## config.mk

```make
export PLATFORM = sky130hd
export DESIGN_NAME = des_key_sched_ctrl
export DESIGN_NICKNAME = d
export VERILOG_FILES = /design/src/rtl/des_key_sched_ctrl.sv
export SDC_FILE = /design/constraint.sdc
export NUM_CORES = 1
export LEC_CHECK = 0
export ABC_AREA = 1
export CAP_MARGIN = 20
export CORE_AREA = 2 2 134 136
export CTS_BUF_LIST = sky130_fd_sc_hd__clkbuf_8
export DETAILED_ROUTE_END_ITERATION = 16
export DIE_AREA = 0 0 136 138
export PLACE_DENSITY = 0.63
export SETUP_SLACK_MARGIN = 0.3
export SLEW_MARGIN = 20
export SYNTH_ARGS = -nofsm -noshare
export SYNTH_HDL_FRONTEND = slang
export SYNTH_SLANG_ARGS = --single-unit
```

## constraint.sdc

```tcl
create_clock -name clk -period 2.92 [get_ports clk]
set_input_delay 0.584 -clock clk [delete_from_list [all_inputs] [get_ports clk]]
set_output_delay 0.584 -clock clk [all_outputs]
set_load 0.05 [all_outputs]
```

## src/rtl/des_key_sched_ctrl.sv

```systemverilog
// des_key_sched_ctrl: iterative DES key schedule, one PC-2 subkey per handshake in encrypt or decrypt order
module des_key_sched_ctrl #(
  parameter bit PARITY_CHECK = 1'b1
) (
  input  logic        clk,
  input  logic        rst_n,
  input  logic        start,
  input  logic        decrypt,
  input  logic [63:0] key,
  input  logic        abort,
  input  logic        sk_ready,
  output logic        sk_valid,
  output logic [47:0] sk,
  output logic [3:0]  sk_round,
  output logic        busy,
  output logic        done,
  output logic        key_err
);
  typedef enum logic [1:0] {IDLE, RUN, DONE} state_t;
  localparam int PC1 [56] = '{
    57, 49, 41, 33, 25, 17,  9,  1, 58, 50, 42, 34, 26, 18,
    10,  2, 59, 51, 43, 35, 27, 19, 11,  3, 60, 52, 44, 36,
    63, 55, 47, 39, 31, 23, 15,  7, 62, 54, 46, 38, 30, 22,
    14,  6, 61, 53, 45, 37, 29, 21, 13,  5, 28, 20, 12,  4};
  localparam int PC2 [48] = '{
    14, 17, 11, 24,  1,  5,  3, 28, 15,  6, 21, 10,
    23, 19, 12,  4, 26,  8, 16,  7, 27, 20, 13,  2,
    41, 52, 31, 37, 47, 55, 30, 40, 51, 45, 33, 48,
    44, 49, 39, 56, 34, 53, 46, 42, 50, 36, 29, 32};
  function automatic logic [55:0] pc1(input logic [63:0] k);
    logic [55:0] r;
    for (int i = 0; i < 56; i++) r[55-i] = k[64-PC1[i]];
    return r;
  endfunction
  function automatic logic [47:0] pc2(input logic [55:0] cd);
    logic [47:0] r;
    for (int i = 0; i < 48; i++) r[47-i] = cd[56-PC2[i]];
    return r;
  endfunction
  function automatic logic odd_par(input logic [63:0] k);
    logic ok;
    ok = 1'b1;
    for (int i = 0; i < 8; i++) ok = ok & (^k[8*i +: 8]);
    return ok;
  endfunction
  function automatic logic [27:0] rot(input logic [27:0] x, input logic left, input logic one);
    return left ? (one ? {x[26:0], x[27]} : {x[25:0], x[27:26]})
                : (one ? {x[0], x[27:1]} : {x[1:0], x[27:2]});
  endfunction
  state_t      state;
  logic [27:0] c, d;
  logic [3:0]  cnt, nxt;
  logic        dec, sh1, par_ok;
  logic [55:0] p;
  assign p = pc1(key);
  assign nxt = cnt + 4'd1;
  // single-bit shifts fall on the same steps in both directions
  assign sh1 = (nxt == 4'd1) || (nxt == 4'd8) || (nxt == 4'd15);
  assign par_ok = !PARITY_CHECK || odd_par(key);
  assign sk_valid = (state == RUN);
  assign busy = (state == RUN);
  assign done = (state == DONE);
  assign sk = pc2({c, d});
  assign sk_round = dec ? 4'd15 - cnt : cnt;
  always_ff @(posedge clk or negedge rst_n) begin
    if (!rst_n) begin
      state <= IDLE;
      c <= '0;
      d <= '0;
      cnt <= '0;
      dec <= 1'b0;
      key_err <= 1'b0;
    end else begin
      key_err <= 1'b0;
      if (abort) state <= IDLE;
      else begin
        case (state)
          IDLE: if (start) begin
            if (par_ok) begin
              c <= decrypt ? p[55:28] : rot(p[55:28], 1'b1, 1'b1);
              d <= decrypt ? p[27:0] : rot(p[27:0], 1'b1, 1'b1);
              dec <= decrypt;
              cnt <= '0;
              state <= RUN;
            end else key_err <= 1'b1;
          end
          RUN: if (sk_ready) begin
            if (cnt == 4'd15) state <= DONE;
            else begin
              cnt <= nxt;
              c <= rot(c, !dec, sh1);
              d <= rot(d, !dec, sh1);
            end
          end
          default: state <= IDLE;
        endcase
      end
    end
  end
endmodule
```

==> results.py <==
metrics = {
    "outcome": {
        "status": "complete, no violations",
    },
    "clock_tree": {
        "htree_levels": 3,
        "cts_buffers": 9,
        "cts.sinks": 64,
        "post_cts_buffers": 0,
        "root_buffer": "clkbuf_8",
        "cts_max_path_buffers": 2,
        "clk_latency_ns": 0.37,
        "cts.reportedPaths.clkPinSlew_ns": 0.07,
        "cts_tree": "built",
        "cts_resized": 0,
        "hold_buffers": 0,
    },
    "grt": {
        "overflow": 0,
        "grt_max_degree": 65,
        "grt_pass1_wl_um": 35100,
        "grt_util_all_layers_pct": 23.5,
        "grt_pass1_vias": 6657,
        "antenna_found_initial": 0,
    },
    "placement": {
        "pre_cts_slack_ns": 0.150,
        "hpwl_um": 16300,
        "place_congestion": 0.888,
        "io_buffers": 125,
        "placed_cell_area_mm2": 0.00782,
        "dpl.cell_count": 1419,
    },
    "die": {
        "rows": 49,
        "die_x_um": 136,
        "die-area_mm2": 0.0188,
        "core_mm2": 0.0175,
        "start_util_pct": 39.0,
        "io_pins": 126,
        "chipHeight_um": 138,
    },
    "worst_setup_path": {
        "path_delay_family": "buffers and inverters",
        "critPathLaunchType": "register",
        "setup.worst_path.class": "reg2out",
        "worstPathRequired_ns": 2.34,
        "end_kind": "output port",
        "r2r-start": "cnt[0]",
        "critPathMaxStageDelay_ns": 0.85,
        "arrival_ns": 1.97,
        "critPathBufInv": 2,
        "crit_chain": "inv_2 -> nor2_4 -> clkdlybuf4s50_1",
        "crit_start": "state[0]",
        "crit_slowest_cell": "clkdlybuf4s50_1",
        "cp_max_fo": 5,
        "rrSetupSlack_ns": 0.47,
    },
    "logic_synthesis": {
        "syn-cell-area_mm2": 0.00684,
        "synth-seq-cells": 64,
        "synth_warnings": 0,
        "synth_cell_type_count": 29,
        "post_synth_inst_count": 1173,
        "yosysSeqAreaShare_pct": 23.4,
        "avgSynthCellArea_um2": 5.83,
        "syn-num-nets": 1246,
    },
    "timing": {
        "tns_ns": 0,
        "layout_min_cycle_time_ns": 2.55,
        "grt_setup_unrepaired": "false",
        "finClkSkew_ns": 0.0173,
        "finalHoldViolCount": 0,
        "period_share_pct": 87.5,
        "setup_viol": 0,
        "holdWs_ns": 0.212,
        "fin_ws_ns": 0.365,
        "tightest_slew_ns": 0.638,
        "max_freq_mhz": 391,
        "relSlewSlack_pct": 57.0,
        "maxSlewViolCount": 0,
    },
    "pwr": {
        "power.switching_mw": 1.48,
        "p_leak_nw": 4.12,
        "p_int_mw": 2.01,
        "clkPwrFrac_pct": 25.7,
        "powerDensity_mw_per_mm2": 429,
        "sw_frac_of_total_pct": 42.4,
        "p_comb_share_pct": 41.9,
        "pwr-share-seq_pct": 32.5,
        "p_total_mw": 3.49,
        "ir_drop_v": 0.000195,
    },
    "hold_path": {
        "min_path_type": "in2async",
    },
    "flow_run": {
        "maxCapViolCount": 0,
    },
    "route": {
        "vias": 7695,
        "post_drt_wl_per_cell_um": 16.0,
        "ant_nets": 0,
        "first_iter_violations": 1063,
        "drt_wl_total_um": 23000,
        "firstDrtPassIters": 9,
        "drc": 0,
        "viasPerCell": 5.35,
    },
    "final_layout": {
        "fin_nets": 1277,
        "design_area_mm2": 0.00814,
        "postLayoutCoreUtil_pct": 46.4,
        "antenna_cells": 0,
        "drive_above_1_share_pct": 6.20,
        "stdcell_count": 1438,
        "area_delta_synth_final_pct": 18.9,
    },
}
==> synthesized netlist by cell type (all sizes together) <==
cell type  count  area, µm²
a211oi         1       12.5
a21oi         45        225
buf           96        683
clkbuf        30        113
dfrtp         64       1600
ha             3       37.5
inv           82        308
nand2        425       1620
nand3        296       1490
nand4          5       31.3
nor2          34        140
nor3           1       5.00
o211ai        10       75.1
o21ai         51        255
o21bai         2       15.0
o22ai          1       6.26
or2            1       6.26
xnor2         11       96.3
xor2          15        131
==> routing by layer <==
metal  vias up  track usage [%]  routed length (µm)
met4         0             5.48                 301
li1       3845                -                   -
met1      3453             36.0               10600
met2       373             34.0                9890
met3        24             4.22                2190
met5         -                0                   0
==> state kept, by name (all words and copies together), names as in the netlist <==
signal	count
c	28
cnt	4
d	28
dec	1
key_err	1
state	2
==> worst paths after layout <==
| path | cells past startpoint | end |
|---|---|---|
| max in group asynchronous | 2 | dec |
| hold / removal | 2 | d[19] |
| setup / recovery | 3 | busy |
| setup reg to reg | 14 | d[19] |
| min in group clk | 2 | c[3] |
| hold reg to reg | 2 | c[3] |
==> cell type report <==
cell class                 instances  area (µm²)
multi-input combinational        901        4170
sequential                        64        1610
inverter                          82         308
tap                              229         287
clock buffer                      10         138
timing repair buffer             146        1550
fill                            1883        9400
clock inverter                     6        83.8
==> logic make-up after synthesis <==
family          synth area share [%]
fa+ha+maj                      0.549
compound gates                  8.61
simple gates                    48.0
flops                           23.4
buf+inv                         16.1
xor+xnor                        3.33
==> power groups by stage <==
stage	logic, mW	registers, mW	clock network (mW)
finish	1.46	1.13	0.897
global route	1.59	1.15	0.932
CTS	1.44	1.13	0.897
detailed placement	1.44	1.15	0
global placement	1.42	1.15	0
floorplan	1.09	1.10	0
==> layout by cell type (no fill, tap or decap), types with 5 or more instances in the layout <==
master / n
o211ai_1: 10
nor2_1: 31
nand4_1: 5
nand2_1: 420
nand3_1: 295
dfrtp_1: 61
buf_12: 8
a21oi_1: 45
inv_1: 62
xnor2_1: 11
clkdlybuf4s50_1: 119
clkbuf_8: 10
inv_2: 21
xor2_1: 15
o21ai_0: 50
buf_4: 14
No activity file was read; power rests on OpenSTA's default activity.
